[config.mk]
export PLATFORM = sky130hd
export DESIGN_NAME = aoi22_bist_ctrl
export DESIGN_NICKNAME = d
export VERILOG_FILES = /design/src/rtl/aoi22_bist_pkg.sv /design/src/rtl/aoi22_bist_ctrl.sv
export SDC_FILE = /design/constraint.sdc
export NUM_CORES = 1
export LEC_CHECK = 0
export CORE_AREA = 2 2 55 57
export CTS_CLUSTER_SIZE = 28
export DETAILED_ROUTE_END_ITERATION = 16
export DIE_AREA = 0 0 57 59
export DONT_BUFFER_PORTS = 1
export PLACE_DENSITY_LB_ADDON = 0.1
export SKIP_CTS_REPAIR_TIMING = 1
export SYNTH_ARGS = -nofsm -noshare
export SYNTH_HDL_FRONTEND = slang
export SYNTH_SLANG_ARGS = --single-unit
[constraint.sdc]
create_clock -name clk -period 2.6 [get_ports clk]
set_clock_uncertainty 0.2 [all_clocks]
set_input_delay 0.13 -clock clk [delete_from_list [all_inputs] [get_ports clk]]
set_output_delay 0.13 -clock clk [all_outputs]
set_load 0.01 [all_outputs]
[src/rtl/aoi22_bist_pkg.sv]
// aoi22_bist_pkg: shared state type, vector sizing and golden model for the AOI22 BIST controller
package aoi22_bist_pkg;
    typedef enum logic [1:0] {IDLE, SETTLE, SAMPLE, DONE} state_t;
    localparam int VEC_W = 4;
    localparam int NUM_VEC = 16;
    function automatic logic aoi22_golden(input logic [VEC_W-1:0] vec);
        return ~((vec[3] & vec[2]) | (vec[1] & vec[0]));
    endfunction
endpackage

[src/rtl/aoi22_bist_ctrl.sv]
// aoi22_bist_ctrl: drives all 16 AOI22 input vectors, waits a settle time per vector,
// checks the cell output against the golden model and reports pass/fail and first failure
module aoi22_bist_ctrl
    import aoi22_bist_pkg::*;
#(
    parameter int SETTLE_CYCLES = 2,
    parameter int ERR_W = 5
) (
    input  logic             clk,
    input  logic             rst,
    input  logic             start,
    input  logic             abort,
    input  logic             dut_f,
    output logic [VEC_W-1:0] drv_vec,
    output logic             busy,
    output logic             done,
    output logic             pass,
    output logic [ERR_W-1:0] err_count,
    output logic             first_fail_valid,
    output logic [VEC_W-1:0] first_fail_vec
);
    localparam int CW = SETTLE_CYCLES > 1 ? $clog2(SETTLE_CYCLES) : 1;
    localparam logic [CW-1:0] LAST = CW'(SETTLE_CYCLES - 1);
    generate
        if (SETTLE_CYCLES < 1) begin : g_bad_settle
            $error("SETTLE_CYCLES must be >= 1");
        end
    endgenerate
    state_t state;
    logic [VEC_W-1:0] vec;
    logic [CW-1:0] cnt;
    logic miss;
    // case inequality so a floating (X/Z) cell output is reported as a fault
    assign miss = dut_f !== aoi22_golden(vec);
    always_ff @(posedge clk or posedge rst) begin
        if (rst) begin
            state            <= IDLE;
            vec              <= '0;
            cnt              <= '0;
            drv_vec          <= '0;
            busy             <= 1'b0;
            done             <= 1'b0;
            pass             <= 1'b0;
            err_count        <= '0;
            first_fail_valid <= 1'b0;
            first_fail_vec   <= '0;
        end else begin
            done <= 1'b0;
            if (abort && (state == SETTLE || state == SAMPLE)) begin
                state   <= IDLE;
                drv_vec <= '0;
                busy    <= 1'b0;
                pass    <= 1'b0;
            end else begin
                case (state)
                    IDLE: if (start && !abort) begin
                        state            <= SETTLE;
                        vec              <= '0;
                        cnt              <= '0;
                        drv_vec          <= '0;
                        busy             <= 1'b1;
                        pass             <= 1'b0;
                        err_count        <= '0;
                        first_fail_valid <= 1'b0;
                        first_fail_vec   <= '0;
                    end
                    SETTLE: begin
                        if (cnt == LAST) state <= SAMPLE;
                        else cnt <= cnt + CW'(1);
                    end
                    SAMPLE: begin
                        if (miss) begin
                            if (err_count != '1) err_count <= err_count + ERR_W'(1);
                            if (!first_fail_valid) begin
                                first_fail_valid <= 1'b1;
                                first_fail_vec   <= vec;
                            end
                        end
                        if (vec != VEC_W'(NUM_VEC - 1)) begin
                            vec     <= vec + VEC_W'(1);
                            drv_vec <= vec + VEC_W'(1);
                            cnt     <= '0;
                            state   <= SETTLE;
                        end else begin
                            state   <= DONE;
                            drv_vec <= '0;
                            busy    <= 1'b0;
                            done    <= 1'b1;
                            pass    <= (err_count == '0) && !miss;
                        end
                    end
                    DONE: state <= IDLE;
                endcase
            end
        end
    end
endmodule
* After elaboration in Yosys (flattened, before gate mapping)
Cells that the tools add are included.
** Word-level totals
- Logic and storage cells :: 85
- Memory bits (writable) :: 0
- Memory bits (read-only) :: 0
- Latch bits :: 0
- Output and inout port bits :: 17
- Memories :: 0
- Register bits after elaboration :: 24
** Cells by class
- Add/sub/neg operators :: 3
- Muxes and demuxes :: 34
- Reduce and logical (&&, ||, !) cells :: 19
- $lt $le $gt $ge :: 0
- Equal/unequal tests :: 14
- Multipliers :: 0
- Shifts and indexed selects :: 0
- Bitwise logic cells :: 5
- Div/mod/pow operators :: 0
** Operators by type and width (count)
- 4-bit 2-to-1 mux :: 6
- 4-bit case mux with 2 select lines :: 3
- 5-bit 2-to-1 mux :: 3
- 1-bit 2-to-1 mux :: 12
- 4-bit AND reduction :: 3
- 5-bit case mux with 2 select lines :: 1
- 5-bit AND reduction :: 2
- 2-bit 2-to-1 mux :: 4
- 2-bit case mux with 4 select lines :: 1
- 2-bit inequality test (second input constant) :: 3
- 3-bit inequality test (second input constant) :: 2
- 1-bit case mux with 2 select lines :: 3
- 3-bit nonzero test :: 2
- 5-bit by 1-bit adder with 5-bit output (second input constant) :: 1
- 5-bit logical NOT :: 1
- 5-bit inequality test (second input constant) :: 1
- 4-bit by 1-bit adder with 4-bit output (second input constant) :: 1
- 2-bit equality test (second input constant) :: 2
- 2-bit by 1-bit inequality test with 1-bit output (second input constant) :: 2
- 4-bit inequality test (second input constant) :: 1
- 2-bit AND reduction :: 2
- 1-bit logical AND :: 3
- 3-bit by 2-bit inequality test with 1-bit output (second input constant) :: 1
- 1-bit case mux with 3 select lines :: 1
- 11 further kinds :: 14

* Logic depth before layout (Yosys ltp)
- Depth after elaboration :: 9
- Mapped depth :: 8

* Worst setup path before layout
No wires, ideal clock.
- Kind :: register to register
- Start :: register state[0]
- End :: register pass
- Arrival time :: 1.604 ns
- Clock period less this slack :: 1.929 ns
- Setup slack :: 0.671 ns
- Stages on the path, launching flop included :: 7
- Setup time :: 0.125 ns
- Path buffers :: 0
- Cells stage by stage :: dfrtp_1 inv_1 ha_1 and2_1 nor3_4 a31o_4 mux2_4
** Between the ends
- Word-level cells in the longest chain between the ends :: 5
- Elaborated cells between the ends (all ways) :: 11
- Classes of those cells :: eq/ne (4); mux (2); reduce/logical (5)
** Ends and longest elaborated chain
- start: declaration :: RTL line aoi22_bist_ctrl.sv:29 : state_t state;
- start signal: assignment :: RTL line aoi22_bist_ctrl.sv:37 : state <= IDLE;
- start signal: assignment :: RTL line aoi22_bist_ctrl.sv:50 : state <= IDLE;
- start signal: assignment :: RTL line aoi22_bist_ctrl.sv:57 : state <= SETTLE;
- 2-bit by 1-bit equality test with 1-bit output / 2-bit equality test (equally long branches) :: RTL line aoi22_bist_ctrl.sv:49, aoi22_bist_ctrl.sv:55
- 1-bit logical OR :: RTL line aoi22_bist_ctrl.sv:49 : if (abort && (state == SETTLE || state == SAMPLE)) begin
- 1-bit logical AND :: RTL line aoi22_bist_ctrl.sv:49
- 3-bit inequality test (no line) / 3-bit nonzero test (equally long branches)
- 3-bit AND reduction (no line)
- end signal: assignment :: RTL line aoi22_bist_ctrl.sv:89 : pass <= (err_count == '0) && !miss;
- end: declaration :: RTL line aoi22_bist_ctrl.sv:17 : output logic pass,
Parallel ways exist; a longest one is shown, timed or not.
A chain may end at the register's enable or synchronous reset.

* Worst setup path in the final report
- Start :: register state[1]
- End :: register vec[0]
** Between the ends
- Word-level cells in the longest chain between the ends :: 5
- Elaborated cells between the ends (all ways) :: 11
- Classes of those cells :: eq/ne (4); mux (1); bitwise (1); reduce/logical (5)
** Ends and longest elaborated chain
- 2-bit by 1-bit equality test with 1-bit output / 2-bit equality test (equally long branches) :: RTL line aoi22_bist_ctrl.sv:49, aoi22_bist_ctrl.sv:55
- 1-bit logical OR :: RTL line aoi22_bist_ctrl.sv:49
- 1-bit logical AND :: RTL line aoi22_bist_ctrl.sv:49
- 1-bit inverter (no line)
- 4-bit AND reduction (no line)
- end signal: assignment :: RTL line aoi22_bist_ctrl.sv:80 : vec <= vec + VEC_W'(1);
- end: declaration :: RTL line aoi22_bist_ctrl.sv:30 : logic [VEC_W-1:0] vec;
Parallel ways exist; a longest one is shown, timed or not.

==> key figures <==
Placement
  – Hpwl dp: 1940 um
  – Dpl ws: 0.470 ns
  – Gpl congestion: 0.826
  – Port Buffers: 0

Finish
  – Fill count: 249
  – Final #Nets: 164
  – Most common cell after layout, fill and taps aside: dfrtp_1
  – Synth-to-Final Area Change: 4.72%
  – Area of the multi-input gates: 773 um2
  – Share of cells above drive strength 1: 9.46%
  – Most frequent cells in the layout: dfrtp_1 (24), nand2_1 (21), nor2_1 (10), nand4_1 (9), ha_1 (9)
  – Register area: 601 um2
  – Antenna Cells: 0

Synth
  – Post-Syn Area: 1430 um2
  – Multiplexer share of the synthesized area: 3.67%
  – Largest family of logic cells by synthesized area: simple AND/OR/NAND/NOR gates
  – Post-synth top flop: dfrtp_1
  – Syn nets: 161
  – Mapped Cells: 147
  – Post-Synth Adder-Cell Area: 7.87%
  – Synth cell types: 37
  – Synth area leader: dfrtp_1
  – Synth Area in Compound Gates: 17.6%
  – Async S/R FF share, synth: 100%
  – Yosys top cell area share: 42.0%
  – Post-synth EDFFs: 0
  – Ys Warns: 0
  – Synth Area in XOR/XNOR: 1.84%
  – Simple-Gate Fraction of Synth Area: 23.1%
  – FF+latch count, synth: 24
  – Avg Cell Area, Syn: 9.74 um2
  – Post-synthesis sequential area ratio: 42.0%
  – Synth top area cells: dfrtp_1 (42%), ha_1 (7.9%), nand2_1 (5.5%)

Floorplan
  – Num ports: 22
  – Row count: 19
  – Die width: 57 um
  – Die height: 59 um
  – Initial Utilization: 52.8%
  – DIE AREA: 3360 um2
  – Core Footprint: 2710 um2

Global route
  – Initial antenna violation count: 0
  – Total grt overflow: 0
  – Vias in the first global route: 1060
  – Largest net degree at the start of global routing: 26
  – Gr usage total: 18.4%
  – First-pass GRT wire length: 4880 um

Critical path
  – CP startpoint kind: register
  – Crit path launch: state[1]
  – Slowest stage delay, CP: 0.43 ns
  – Critical-path top delay cell: dfrtp_1
  – Buf/Inv on CP: 1
  – Critical R2R Launch: state[1]
  – CP cell instances: inv_1, ha_1, and2b_4, a21oi_4, nor3_1, a221o_1
  – CP max FO: 17
  – CP Data Required Time: 2.59 ns
  – Setup CP Type: register to register
  – Crit path DAT: 2.12 ns
  – CP endpoint kind: register
  – CP delay by family, top: compound AO/OA/AOI/OAI gates

Clocking
  – Clock Tree Buf Depth: 2
  – Root buf cell: clkbuf_4
  – CTS H-tree lvls: 1
  – Inserted Clock Buffers: 3
  – Clock sinks: 24
  – CTS clk-pin slew, worst paths: 0.12 ns
  – Worst-Skew Late Latency: 0.30 ns
  – TritonCTS clock tree: built

STA
  – Final setup fails: 0
  – Fin crit share: 81.8%
  – Period minus WS final: 2.13 ns
  – Final worst setup slack: 0.473 ns
  – RSZ-0062 raised after global routing: no
  – Max_slew headroom: 39.5%
  – Fin. Hold Viols: 0
  – Fin. max-slew vios: 0
  – Setup TNS: 0 ns
  – Maximum clock frequency: 0.470 GHz
  – Worst-Margin Slew: 0.906 ns

Hold path
  – HP Start: abort
  – Hold crit path type: primary input to register

Power
  – LEAKAGE: 0.713 nW
  – Pwr dens: 776 nW/um2
  – Max VDD drop: 559 uV

Drt
  – Initial DRC count: 50
  – Residual DRC count: 0
  – Via count: 1090
  – Drt via density: 6.09
  – WL per Instance: 15.4 um
  – Drt pass-1 iters: 4
  – Drt total wl: 2760 um
  – Detail Route Antenna Nets: 0

Flow run
  – Max_cap viols: 0

Status
  – Status: finished, final reports clean
power breakdown:
group,switching [mW],leakage (nW),internal (mW)
Sequential,0.124,0.328,0.453
Clock,0.101,0.0138,0.0540
Combinational,0.248,0.372,0.184
worst register-to-register path, cell delays in order, from the launching register on:
cell and delay, ns:
dfrtp_1 0.43, inv_1 0.13, ha_1 0.23, and2b_4 0.23, a21oi_4 0.40, nor3_1 0.13
a221o_1 0.28
kinds of logic (layout without fill, tap and decap cells):
| logic type | after synthesis | count (layout) |
|---|---|---|
| adder cells (fa/ha/maj) | 9 | 9 |
| flip-flops | 24 | 24 |
| AO/OA/AOI/OAI | 31 | 31 |
| multiplexers | 4 | 4 |
| XOR/XNOR | 3 | 3 |
| AND/OR/NAND/NOR | 63 | 63 |
| buffers and inverters | 13 | 14 |
stage by stage:
stage	util, %	cells	hold slack (ns)	power [mW]	area, um2
5_1_grt	55.3	179	0.0156	1.26	1500
6_report	55.3	179	0.000357	1.16	1500
3_5_place_dp	53.4	173	0.0755	1.01	1450
3_3_place_gp	53.4	173	0.0599	0.998	1450
4_1_cts	54.2	176	-0.281	1.17	1470
2_1_floorplan	-	147	-0.0554	0.920	1430
synth_stat cells, types with 2 or more instances:
cell type and n:
a21o_1 6, nor2b_1 5, nor3_1 2, ha_1 9, a22o_1 2, nand3_1 7, nor2_1 10, mux2_4 2
a41o_1 2, inv_1 7, a21oi_1 5, nand4_1 9, xor2_1 3, dfrtp_1 24, buf_2 4, mux2_2 2
o211ai_1 8, nand2_1 21
layout make-up:
| cell class | count | area share [%] |
|---|---|---|
| multi-input cells | 110 | 51.6 |
| flip-flops and latches | 24 | 40.1 |
| well taps | 31 | 2.59 |
| repair buffers | 4 | 2.50 |
| inverters | 7 | 1.75 |
| clock buffers | 3 | 1.50 |
layer usage:
metal,GRT usage (%),up-vias,routed length (um)
met5,0,-,0
met4,6.98,0,39
met3,3.06,4,87
met2,30.2,18,1320
met1,24.7,538,1310
li1,-,530,-
worst paths after layout:
kind	slack, ns	depth (start not counted)	end
setup / recovery	0.47	6	vec[0]
hold / removal	0.0004	2	state[1]
setup reg to reg	0.47	6	vec[0]
hold reg to reg	0.33	1	cnt
max in group asynchronous	1.39	2	state[0]
min in group asynchronous	0.26	2	err_count[4]
sequential cells by signal, indices dropped and copies added, names as in the netlist:
name	count
drv_vec	4
err_count	5
busy	1
vec	4
first_fail_valid	1
first_fail_vec	4
done	1
pass	1
state	2
cnt	1
Note: power is estimated with default switching activity, not from simulation.
